[src/rtl/multiplexador_nx1_arbitrado.sv]
// Registered N-to-1 multiplexer with per-channel valid/ready handshake.
// Selects by M (MODO=0) or by round-robin among requesting channels (MODO=1).
module multiplexador_nx1_arbitrado #(
  parameter int unsigned LARGURA = 16,
  parameter int unsigned CANAIS  = 4,
  parameter int unsigned MODO    = 0,
  localparam int unsigned SEL_W  = ($clog2(CANAIS) > 1) ? $clog2(CANAIS) : 1
) (
  input  logic                        clock,
  input  logic                        reset,
  input  logic [CANAIS*LARGURA-1:0]   entrada,
  input  logic [CANAIS-1:0]           entrada_valida,
  output logic [CANAIS-1:0]           entrada_pronta,
  input  logic [SEL_W-1:0]            M,
  output logic [LARGURA-1:0]          resultado,
  output logic                        resultado_valido,
  input  logic                        resultado_pronto,
  output logic [SEL_W-1:0]            canal_atual
);

  logic [LARGURA-1:0] dado [CANAIS];
  logic [SEL_W-1:0]   ultimo;
  logic [SEL_W-1:0]   g;
  logic [SEL_W-1:0]   cand;
  logic               tem_grant;
  logic               carga;
  logic               transfere;

  for (genvar i = 0; i < CANAIS; i++) begin : g_desempacota
    assign dado[i] = entrada[i*LARGURA +: LARGURA];
  end

  // Grant: explicit index, or first requester after the last granted channel
  always_comb begin
    g         = '0;
    cand      = '0;
    tem_grant = 1'b0;
    if (MODO == 0) begin
      if (32'(M) < CANAIS) begin
        g         = M;
        tem_grant = 1'b1;
      end
    end else begin
      for (int unsigned k = 1; k <= CANAIS; k++) begin
        cand = SEL_W'((32'(ultimo) + k) % CANAIS);
        if (!tem_grant && entrada_valida[cand]) begin
          g         = cand;
          tem_grant = 1'b1;
        end
      end
    end
  end

  // Reset blocks acceptance so no producer believes its item was taken
  assign carga     = !resultado_valido | resultado_pronto;
  assign transfere = !reset & carga & tem_grant & entrada_valida[g];

  always_comb begin
    entrada_pronta = '0;
    if (transfere) entrada_pronta[g] = 1'b1;
  end

  always_ff @(posedge clock) begin
    if (reset) begin
      resultado        <= '0;
      resultado_valido <= 1'b0;
      canal_atual      <= '0;
      ultimo           <= SEL_W'(CANAIS - 1);
    end else if (transfere) begin
      resultado        <= dado[g];
      resultado_valido <= 1'b1;
      canal_atual      <= g;
      if (MODO == 1) ultimo <= g;
    end else if (resultado_pronto) begin
      resultado_valido <= 1'b0;
    end
  end

endmodule
[config.mk]
export PLATFORM = sky130hd
export DESIGN_NAME = multiplexador_nx1_arbitrado
export DESIGN_NICKNAME = d
export VERILOG_FILES = /design/src/rtl/multiplexador_nx1_arbitrado.sv
export SDC_FILE = /design/constraint.sdc
export NUM_CORES = 1
export LEC_CHECK = 0
export ABC_AREA = 1
export CORE_MARGIN = 3
export CORE_UTILIZATION = 38
export DETAILED_ROUTE_END_ITERATION = 6
export PLACE_DENSITY = 0.95
export SYNTH_ARGS = -nofsm -noshare
export SYNTH_HDL_FRONTEND = slang
export SYNTH_SLANG_ARGS = --single-unit
export TNS_END_PERCENT = 30
[constraint.sdc]
create_clock -name clock -period 1.7 [get_ports clock]
set_input_delay 0.17 -clock clock [delete_from_list [all_inputs] [get_ports clock]]
set_output_delay 0.17 -clock clock [all_outputs]
set_load 0.005 [all_outputs]
# After elaboration in Yosys (flattened, before gate mapping)

Cells that the tools add are included.

Add/sub/neg operators: 0
Multipliers: 0
Divide/modulo/power cells: 0
Order comparisons: 3
Equality and inequality tests: 0
Shift-type cells: 0
Multiplexer cells: 10
Bitwise logic cells: 4
Reduce and logical (&&, ||, !) cells: 4

Operator list:

| operator                                                          | number |
|---|---|
| binary-select mux 16 bit (select 2 bit)                           | 1 |
| 2-to-1 mux 16 bit                                                 | 2 |
| 2-to-1 mux 1 bit                                                  | 4 |
| 2-to-1 mux 4 bit                                                  | 1 |
| greater-or-equal comparator 3 bit, second input constant          | 1 |
| < comparator 2 x 3 -> 1 bit, second input constant                | 1 |
| inverter 2 -> 3 bit                                               | 1 |
| bitwise AND 1 bit                                                 | 2 |
| binary-select mux 1 bit (select 2 bit)                            | 1 |
| demux 1 bit (select 2 bit)                                        | 1 |
| greater-or-equal comparator 2 x 1 -> 1 bit, second input constant | 1 |
| logical NOT 1 bit                                                 | 2 |
| nonzero test 2 bit                                                | 1 |
| logical AND 1 bit                                                 | 1 |
| OR 1 bit                                                          | 1 |

Flip-flop bits (word level): 19
Bits in latches: 0
RAM bits: 0
Memory bits (read-only): 0
Memories kept: 0

# Logic depth before layout (Yosys ltp)

Depth in word-level cells: 5
Mapped depth: 9
Depth with buffers taken out: 8

# Worst setup path after synthesis

No wires, ideal clock.

Kind: register to register
Start point: register resultado_valido
End point: register resultado[10]
Setup time: 64 ps
Data arrival time: 1136 ps
Data required time: 1636 ps
Path slack: 500 ps
Cell stages (with the launch flop): 7
Path buffers: 1
Clock period less this slack: 1200 ps
Path through: dfxtp_1 -> inv_1 -> nor2_1 -> nor2_1 -> clkbuf_1 -> a21oi_1 -> nor2_1

Word-level cells in the longest chain between the ends: 4

RTL lines:

| what                            | RTL line | text |
|---|---|---|
| from (decl)                     | 16       | `output logic resultado_valido,` |
| from (signal assigned)          | 66       | `resultado_valido <= 1'b0;` |
| from (signal assigned)          | 71       | `resultado_valido <= 1'b1;` |
| from (signal assigned)          | 75       | `resultado_valido <= 1'b0;` |
| logical NOT 1 bit               | 55       | `assign carga = !resultado_valido \| resultado_pronto;` |
| OR 1 bit                        | 55       |  |
| bitwise AND 1 bit (2 in series) | 56       | `assign transfere = !reset & carga & tem_grant & entrada_valida[g];` |
| to (signal assigned)            | 70       | `resultado <= dado[g];` |
| to (decl)                       | 15       | `output logic [LARGURA-1:0] resultado,` |

Every way passes these cells.
A chain may end at the register's enable or synchronous reset.

# Worst setup path after layout

Start point: input port entrada_valida[3]
End point: output port entrada_pronta[0]

Word-level cells in the longest chain between the ends: 4

RTL lines:

| what                                   | RTL line | text |
|---|---|---|
| from (decl)                            | 12       | `input logic [CANAIS-1:0] entrada_valida,` |
| binary-select mux 1 bit (select 2 bit) | 56       |  |
| 2-to-1 mux 1 bit (implied by the code) | 56       |  |
| bitwise AND 1 bit                      | 56       |  |
| 2-to-1 mux 4 bit                       | 60       | `if (transfere) entrada_pronta[g] = 1'b1;` |
| to (decl)                              | 13       | `output logic [CANAIS-1:0] entrada_pronta,` |

Every way passes these cells. The select of a mux whose other input is x is not followed.

==> flow_summary_export.csv <==
group,metric,value,unit
clock_network,ctsHoldBuffers,0,
pwr,p_switching,0.000372,W
yosys,synth.distinct_cells,15,
worst_hold_path,hold_class,"register to register",
yosys,synth_compound_area_frac,0.0702,
yosys,synthesis.nets,315,
floorplanning,fp-row-count,21,
flow_run,cap_violations,0,
timing,skew,0.0114,ns
global_route,overflow,0,
global_route,grtUsageTotal,0.222,
yosys,synth_area,1350,µm²
pwr,internal-power,0.000869,W
clock_network,insertion_delay,0.30,ns
drt,vias_per_cell,4.87,
critical_path,reg2reg_depth,7,
clock_network,cts.sink_count,19,
critical_path,critPathArrivalTime,1.40,ns
placement,dp_cells,383,
yosys,ys_seq_area_frac,0.281,
critical_path,critPathMaxFanout,4,
clock_network,cts_setup_buffers,0,
clock_network,clock-root-buffer,"clkbuf_4",
layout,fill_cells,295,
floorplanning,core_area,3390,µm²
yosys,yosys_warnings,0,
timing,rsz0062_at_grt,"no",
pwr,switching_share,0.300,
clock_network,cts_made_buffers,3,
timing,fin_crit_sh,0.921,
pwr,ir_drop,0.422,mV
placement,place_congestion,0.797,
worst_hold_path,worstHoldPathCells,2,
clock_network,cts_resized,5,
critical_path,start_kind,"input pin",
worst_hold_path,whs_endpoint,"canal_atual[1]$_SDFFE_PP0P_",
critical_path,required,1.53,ns
drt,route.detailed.drc,0,
timing,max_freq,0.639,GHz
floorplanning,fp.dieH,65.7,µm
yosys,synth_xor_area_frac,0,
drt,drtPass1Iterations,4,
critical_path,r2r_slack,0.44,ns
critical_path,reg2reg_from,"resultado_valido$_SDFFE_PP0P_",
yosys,synth.area.mux_share,0,
global_route,grt_max_degree,34,
yosys,synth_top_family_by_area,"simple AND/OR/NAND/NOR gates",
floorplanning,die_area,4310,µm²
clock_network,clk_pin_slew,0.10,ns
timing,setup_viol,0,
timing,slew_headroom,0.726,
global_route,grt_pass1_vias,1772,
layout,layout.cells.non_filler,387,
layout,final_common_cell,"clkdlybuf4s50_1",
worst_hold_path,min_from,"canal_atual[1]$_SDFFE_PP0P_",
yosys,synth_top_cell_by_area,"dfxtp_1",
layout,nNetsFinal,415,
yosys,synthAdderAreaFrac,0,
pwr,power_density,514,nW/µm²
timing,hold_violations,0,
critical_path,r2r_end,"resultado[11]$_SDFFE_PP0P_",
placement,post-dp-hpwl,3750,µm
drt,routed_wl,4750,µm
layout,syn_to_final_growth,78.3,%
layout,final_cell_mix,"clkdlybuf4s50_1 (90), nand2_1 (85), nand3_1 (57), nor2_1 (37), dfxtp_1 (19)",
pwr,seqPwrFrac,0.401,
yosys,syn_avg_cell_area,5.59,µm²
pwr,pwr-share-comb,0.417,
yosys,synthCells,242,
timing,tightest_slew,0.408,ns
global_route,antenna_found_initial,0,
placement,io_buffers,95,
yosys,synth_top_area_frac,0.281,
yosys,synth-seq-cells,19,
clock_network,clockBufferDepth,2,
critical_path,path_class,"input pin to output port",
drt,drt_iter0_markers,127,
drt,route.vias.total,1885,
floorplanning,initial_core_util,0.399,
clock_network,htreeDepth,1,
layout,diodes,0,
clock_network,cts_tree,"yes",
critical_path,endpoint_kind,"output port",
yosys,synth-simple-area-share,0.564,
yosys,synth_area_leaders,"dfxtp_1 (28%), nand2_1 (24%), nand3_1 (21%), nor2_1 (11%), a21oi_1 (6.7%)",
floorplanning,ios,96,
pwr,power_leakage,1.11,nW
pwr,p_clk_frac,0.182,
drt,routedWlPerCell,12.3,µm
layout,fin_util,0.712,
timing,min_period,1.57,ns
status,outcome,"completed",
drt,ant_nets,0,
timing,final_max_slew_viol_count,0,
layout,drive_gt1_frac,0.0674,
global_route,grt_pass1_wl,7610,µm
floorplanning,die_w,65.7,µm
power by group through the flow:
stage / clock, W / combinational (W) / sequential, W
after floorplan: 0 / 0.000219 / 0.000510
after global placement: 0 / 0.000511 / 0.000506
after detailed placement: 0 / 0.000520 / 0.000508
after CTS: 0.000232 / 0.000520 / 0.000498
after global routing: 0.000252 / 0.000572 / 0.000502
final: 0.000226 / 0.000517 / 0.000497
synthesized netlist by cell type (all sizes together):
| master | count |
|---|---|
| nor2 | 38 |
| inv | 3 |
| nand2 | 86 |
| clkbuf | 4 |
| a21oi | 18 |
| clkinv | 3 |
| dfxtp | 19 |
| nor3 | 1 |
| nand3 | 57 |
| buf | 12 |
| o21ai | 1 |
worst max path at each step:
stage	startpoint	to	slack, ns
CTS	entrada_valida[3]	entrada_pronta[0]	0.13
finish	entrada_valida[3]	entrada_pronta[0]	0.13
floorplan	resultado_valido$_SDFFE_PP0P_	resultado[10]$_SDFFE_PP0P_	0.50
detailed placement	M[0]	entrada_pronta[0]	-0.30
global route	M[1]	entrada_pronta[1]	0.08
global placement	M[0]	entrada_pronta[0]	-0.22
worst max-delay path: stages:
cell and delay (ns):
clkdlybuf4s50_1 0.46, nand2_1 0.06, nand2_1 0.08, nand2_1 0.08
nand2_4 0.09, nand2_1 0.08, nor3_1 0.13, dlygate4sd2_1 0.25
layout make-up:
cell class                 count  area (µm²)  share of cell area
timing repair buffer         111        1060               0.441
multi-input combinational    201         861               0.357
sequential                    19         380               0.158
tap                           46        57.6              0.0238
clock buffer                   3        22.5             0.00933
inverter                       6        22.5             0.00933
clock inverter                 1        5.00             0.00207
cell families (layout without fill, tap and decap cells):
kind of cell,count (synthesis),in the layout
AOI/OAI and AO/OA,19,19
buffers and inverters,22,121
DFF,19,19
and+or+nand+nor,182,182
metal layers:
metal | track usage | share of wire | wire length, µm
met5 | 0 | 0 | 0
met2 | 0.404 | 0.50 | 2360
met3 | 0.0752 | 0.090 | 429
met4 | 0.0389 | 0.012 | 56
met1 | 0.251 | 0.40 | 1910
flip-flops by register name, indices dropped and copies added, names as in the netlist:
signal,flops
resultado_valido,1
resultado,16
canal_atual,2
metrics by stage:
stage          worst slack [ns]  TNS [ns]  hold slack [ns]  instance area (µm²)  total power [W]
2_1_floorplan             0.500         0            0.239                 1350         0.000729
3_3_place_gp             -0.218     -1.52            0.444                 2390          0.00102
3_5_place_dp             -0.298     -2.69            0.450                 2390          0.00103
4_1_cts                   0.127         0            0.465                 2410          0.00125
5_1_grt                  0.0760         0            0.489                 2410          0.00133
6_report                  0.134         0            0.462                 2410          0.00124
No activity file was read; power rests on OpenSTA's default activity.
==> RTL change 1, RTL diff (same flow settings) <==
The parameter `LARGURA` goes from 16 to 18.
--- a/src/rtl/multiplexador_nx1_arbitrado.sv
+++ b/src/rtl/multiplexador_nx1_arbitrado.sv
@@ -3,3 +3,3 @@
 module multiplexador_nx1_arbitrado #(
-  parameter int unsigned LARGURA = 16,
+  parameter int unsigned LARGURA = 18,
   parameter int unsigned CANAIS  = 4,
Interface: changed (resized entrada and resultado); port bits go from 96 to 106. No check against the original RTL was run, so the function may have changed too.
==> RTL change 1 against the original RTL <==
  * First-iteration DRC count up 0.79%
  * Register-to-register slack worse by 0.04 ns
  * Setup slack got worse by 0.028 ns
  * Sequential power grew 11%
  * Design area increased by 12%
  * Area after synthesis grew 14%
  * Wire length increased by 18%
  * Sequential share of layout area is 0.20 points lower
  * Synthesized cell count is 12% higher
  * Final cell count is 9.6% higher
  * Critical path type is now reg -> out
  * Total power rose by 17%
  * Largest cell class unchanged
  * Sequential cell count rose by 2
  * Count of clock-buffer cells in the layout is 1 higher
==> RTL change 1: results <==
group,metric,value,unit
synthesis,synthTopCellsByCount,"nand2_1 (91), nand3_1 (65), nor2_1 (41), dfxtp_1 (21), a21oi_1 (20)",
clocking,clk_pin_slew,0.07,ns
final_layout,reg_top3,"resultado x18, canal_atual x2, resultado_valido x1",
grt,grt_pass1_wl,9.14,mm
placed_design,place.gp.congestion,0.864,
final_layout,drive_above_1_share,0.0718,
synthesis,yosysSeqAreaShare,0.273,
synthesis,synth.area.top_cells,"dfxtp_1 (27%), nand2_1 (22%), nand3_1 (21%)",
final_layout,finish.net_count,458,
grt,grt_pass1_vias,2039,
setup_path,cp_max_fo,5,
setup_path,r2r_end,"resultado[14]",
synthesis,avgSynthCellArea,5.69,sq um
setup_path,critPathCapture,"entrada_pronta[2]",
timing,clock_skew,0.00274,ns
clocking,clk_latency,0.25,ns
pwr,leakagePower,1.25,nW
grt,grt.total_usage,0.226,
drt,drt_iter0_drc,128,
drt,vias,2118,
synthesis,synth_fp_nets,352,
setup_path,regToRegSetupSlack,0.40,ns
drt,routedWlPerCell,13.2,microns
setup_path,crit_type,"reg -> out",
outcome,status,"completed",
grt,grt_max_degree,37,
setup_path,crit_slowest_cell,"dfxtp_1",
synthesis,ys_types,17,
## RTL change 1: cell type report
cell class                 instances  area (sq um)
inverter                           6          22.5
clock buffer                       4          45.0
fill                             313          1070
sequential                        21           420
timing repair buffer             122          1180
multi-input combinational        223           973
tap                               48          60.1
## RTL change 1: per-stage QoR
step / utilization / hold slack [ns] / worst slack [ns] / total power [mW]
2_1_floorplan: - / 0.239 / 0.484 / 0.823
3_3_place_gp: 0.700 / 0.452 / -0.212 / 1.13
3_5_place_dp: 0.700 / 0.458 / -0.289 / 1.14
4_1_cts: 0.711 / 0.468 / -0.144 / 1.46
5_1_grt: 0.716 / 0.487 / 0.00487 / 1.55
6_report: 0.716 / 0.468 / 0.106 / 1.46
## RTL change 1: metal layers
metal	up-vias	wire, microns	global-route usage
li1	1090	-	-
met1	899	2250	0.264
met2	111	2730	0.409
met3	18	428	0.0420
met4	0	191	0.0830
met5	-	0	0
## RTL change 1: cells by family (layout without fill, tap and decap cells)
kind of cell,Yosys count,in the layout,share of synthesized area
AOI/OAI and AO/OA,21,21,0.0682
DFF,21,21,0.273
buffers and inverters,27,132,0.0974
and+or+nand+nor,202,202,0.562
## RTL change 1: what timing repair did
item,CTS,global route
resized for setup,4,2
pin swaps,1,0
setup buffers,0,2
setup endpoints to repair,4,5
## RTL change 1: power breakdown
group	switching (mW)	leakage (nW)	internal (mW)
Sequential	0.0209	0.172	0.530
Combinational	0.249	1.06	0.338
Clock	0.152	0.0228	0.167
Total	0.421	1.25	1.03
## RTL change 1: critical path: cells and delay by family (launching register included)
family / cells / cell delay, ns
buffers and inverters: 3 / 0.47
AND/OR/NAND/NOR: 4 / 0.36
flip-flops: 1 / 0.33
## RTL change 1: worst min path at each step
stage,depth (start not counted),to,slack [ns]
2_1_floorplan,1,canal_atual[0],0.24
3_3_place_gp,2,canal_atual[1],0.45
3_5_place_dp,2,canal_atual[1],0.46
4_1_cts,2,canal_atual[1],0.47
5_1_grt,2,canal_atual[1],0.49
6_report,2,canal_atual[1],0.47
==> RTL change 2, RTL diff (same settings) <==
Made on the original files. Reset style: asynchronous (`reset`), changed in one clocked block.
--- a/src/rtl/multiplexador_nx1_arbitrado.sv
+++ b/src/rtl/multiplexador_nx1_arbitrado.sv
@@ -62,3 +62,3 @@
 
-  always_ff @(posedge clock) begin
+  always_ff @(posedge clock or posedge reset) begin
     if (reset) begin
Formal check against the unedited RTL: differs if reset is asserted again (counterexample within 4 cycles, from zero or initial values and one cycle with reset high); with reset held inactive, the same outputs for 10 cycles.
==> RTL change 2 against the original RTL <==
  * Final cell count is 4.1% higher
  * Wire length is 3.1% lower
  * Setup slack lost 0.039 ns
  * Area after synthesis grew 5.8%
  * Sequential share of layout area rose by 3.0 points
  * Core utilization up 1.4 points
  * First-iteration DRC count fell by 6.3%
  * Clock power rose by 33%
  * Design area up 5.1%
  * Die area rose by 5.3%
  * Sequential cell count stayed put
  * Total power is 31% higher
  * Highest routed layer unchanged
==> RTL change 2: results <==
group,metric,value,unit
grt,grt_pass1_vias,1668,
final_layout,final.fill_count,306,
setup_path,r2r-start,"resultado_valido",
drt,wirelength,4.61,mm
placed_design,placedInstanceArea,0.00248,sq mm
grt,grt_pass1_wl,7.36,mm
drt,viasPerCell,4.57,
setup_path,crit_slowest_cell,"dfrtp_1",
pwr,p_sw,467,uW
timing,worstMarginPinSlew,0.420,ns
synthesis,synthFlopType,"dfrtp_1",
pwr,peakVddDrop,0.287,mV
worst_hold_path,min_path_type,"in -> async",
pwr,leakagePower,1.37,nW
clocking,clk_pin_slew,0.06,ns
setup_path,cp_max_fo,3,
placed_design,place.gp.congestion,0.909,
clocking,clk_latency,0.25,ns
synthesis,synth_fp_nets,326,
setup_path,critical_path_arrival,1.44,ns
placed_design,dp_hpwl,3.93,mm
final_layout,reg_top3,"resultado x16, canal_atual x2, resultado_valido x1",
grt,grt_max_degree,24,
setup_path,max_stage_delay,0.38,ns
final_layout,finish.net_count,431,
grt,grt.total_usage,0.211,
outcome,status,"completed",
synthesis,yosysSeqAreaShare,0.332,
placed_design,dp_slack,-0.328,ns
synthesis,synthTopCellsByCount,"nand2_1 (188), dfrtp_1 (19), nand3_1 (18), buf_2 (9), nor2_1 (5)",
clocking,cts-root-buf,"clkbuf_8",
timing,clock_skew,0.00163,ns
setup_path,rr_worst_depth,8,
final_layout,drive_above_1_share,0.0868,
drt,drt_iter0_drc,119,
setup_path,r2r_end,"resultado[0]",
==> RTL change 2: cells by family after synthesis <==
logic type,count (synthesis),synth area share
DFF,19,0.332
buffers and inverters,18,0.0751
and+or+nand+nor,215,0.590
AOI/OAI and AO/OA,1,0.00349
==> RTL change 2: per-layer routing <==
| layer | track usage | up-vias | wire length [microns] |
|---|---|---|---|
| li1 | - | 974 | - |
| met1 | 0.273 | 789 | 1980 |
| met2 | 0.369 | 73 | 2350 |
| met3 | 0.0250 | 4 | 242 |
| met4 | 0.0582 | 0 | 26 |
| met5 | 0 | - | 0 |
==> RTL change 2: metrics by stage <==
stage	cells	utilization	hold WS, ns
after global routing	403	0.726	0.324
after CTS	402	0.725	0.272
after global placement	397	0.709	0.453
after floorplan	253	-	0.121
final	403	0.726	0.263
after detailed placement	397	0.709	0.462
==> RTL change 2: worst max path at each step <==
stage	depth (start not counted)	startpoint	slack [ns]	end
after floorplan	6	resultado_valido	0.47	entrada_pronta[0]
after global placement	8	M[0]	-0.24	entrada_pronta[3]
after detailed placement	8	M[0]	-0.33	entrada_pronta[1]
after CTS	7	resultado_valido	0.03	entrada_pronta[2]
after global routing	7	resultado_valido	0.01	entrada_pronta[1]
final	7	resultado_valido	0.09	entrada_pronta[1]
==> RTL change 2: cell type report <==
type | count | area [sq um] | area share
inverters | 4 | 17.5 | 0.00691
well taps | 46 | 57.6 | 0.0227
clock buffers | 4 | 45.0 | 0.0178
multi-input cells | 216 | 857 | 0.338
flip-flops and latches | 19 | 475 | 0.187
repair buffers | 114 | 1080 | 0.427
==> RTL change 2: repair_timing <==
action,in CTS,in global routing
gates cloned,0,0
hold buffers,0,0
setup endpoints to repair,4,2
pin swaps,2,1
buffers inserted,1,1
gates resized for setup,7,2
==> RTL change 2: power groups by stage <==
stage	combinational, mW	sequential [mW]	clock, mW
floorplan	0.257	0.622	0
global placement	0.694	0.612	0
detailed placement	0.715	0.619	0
CTS	0.719	0.612	0.307
global route	0.792	0.620	0.327
finish	0.712	0.611	0.300
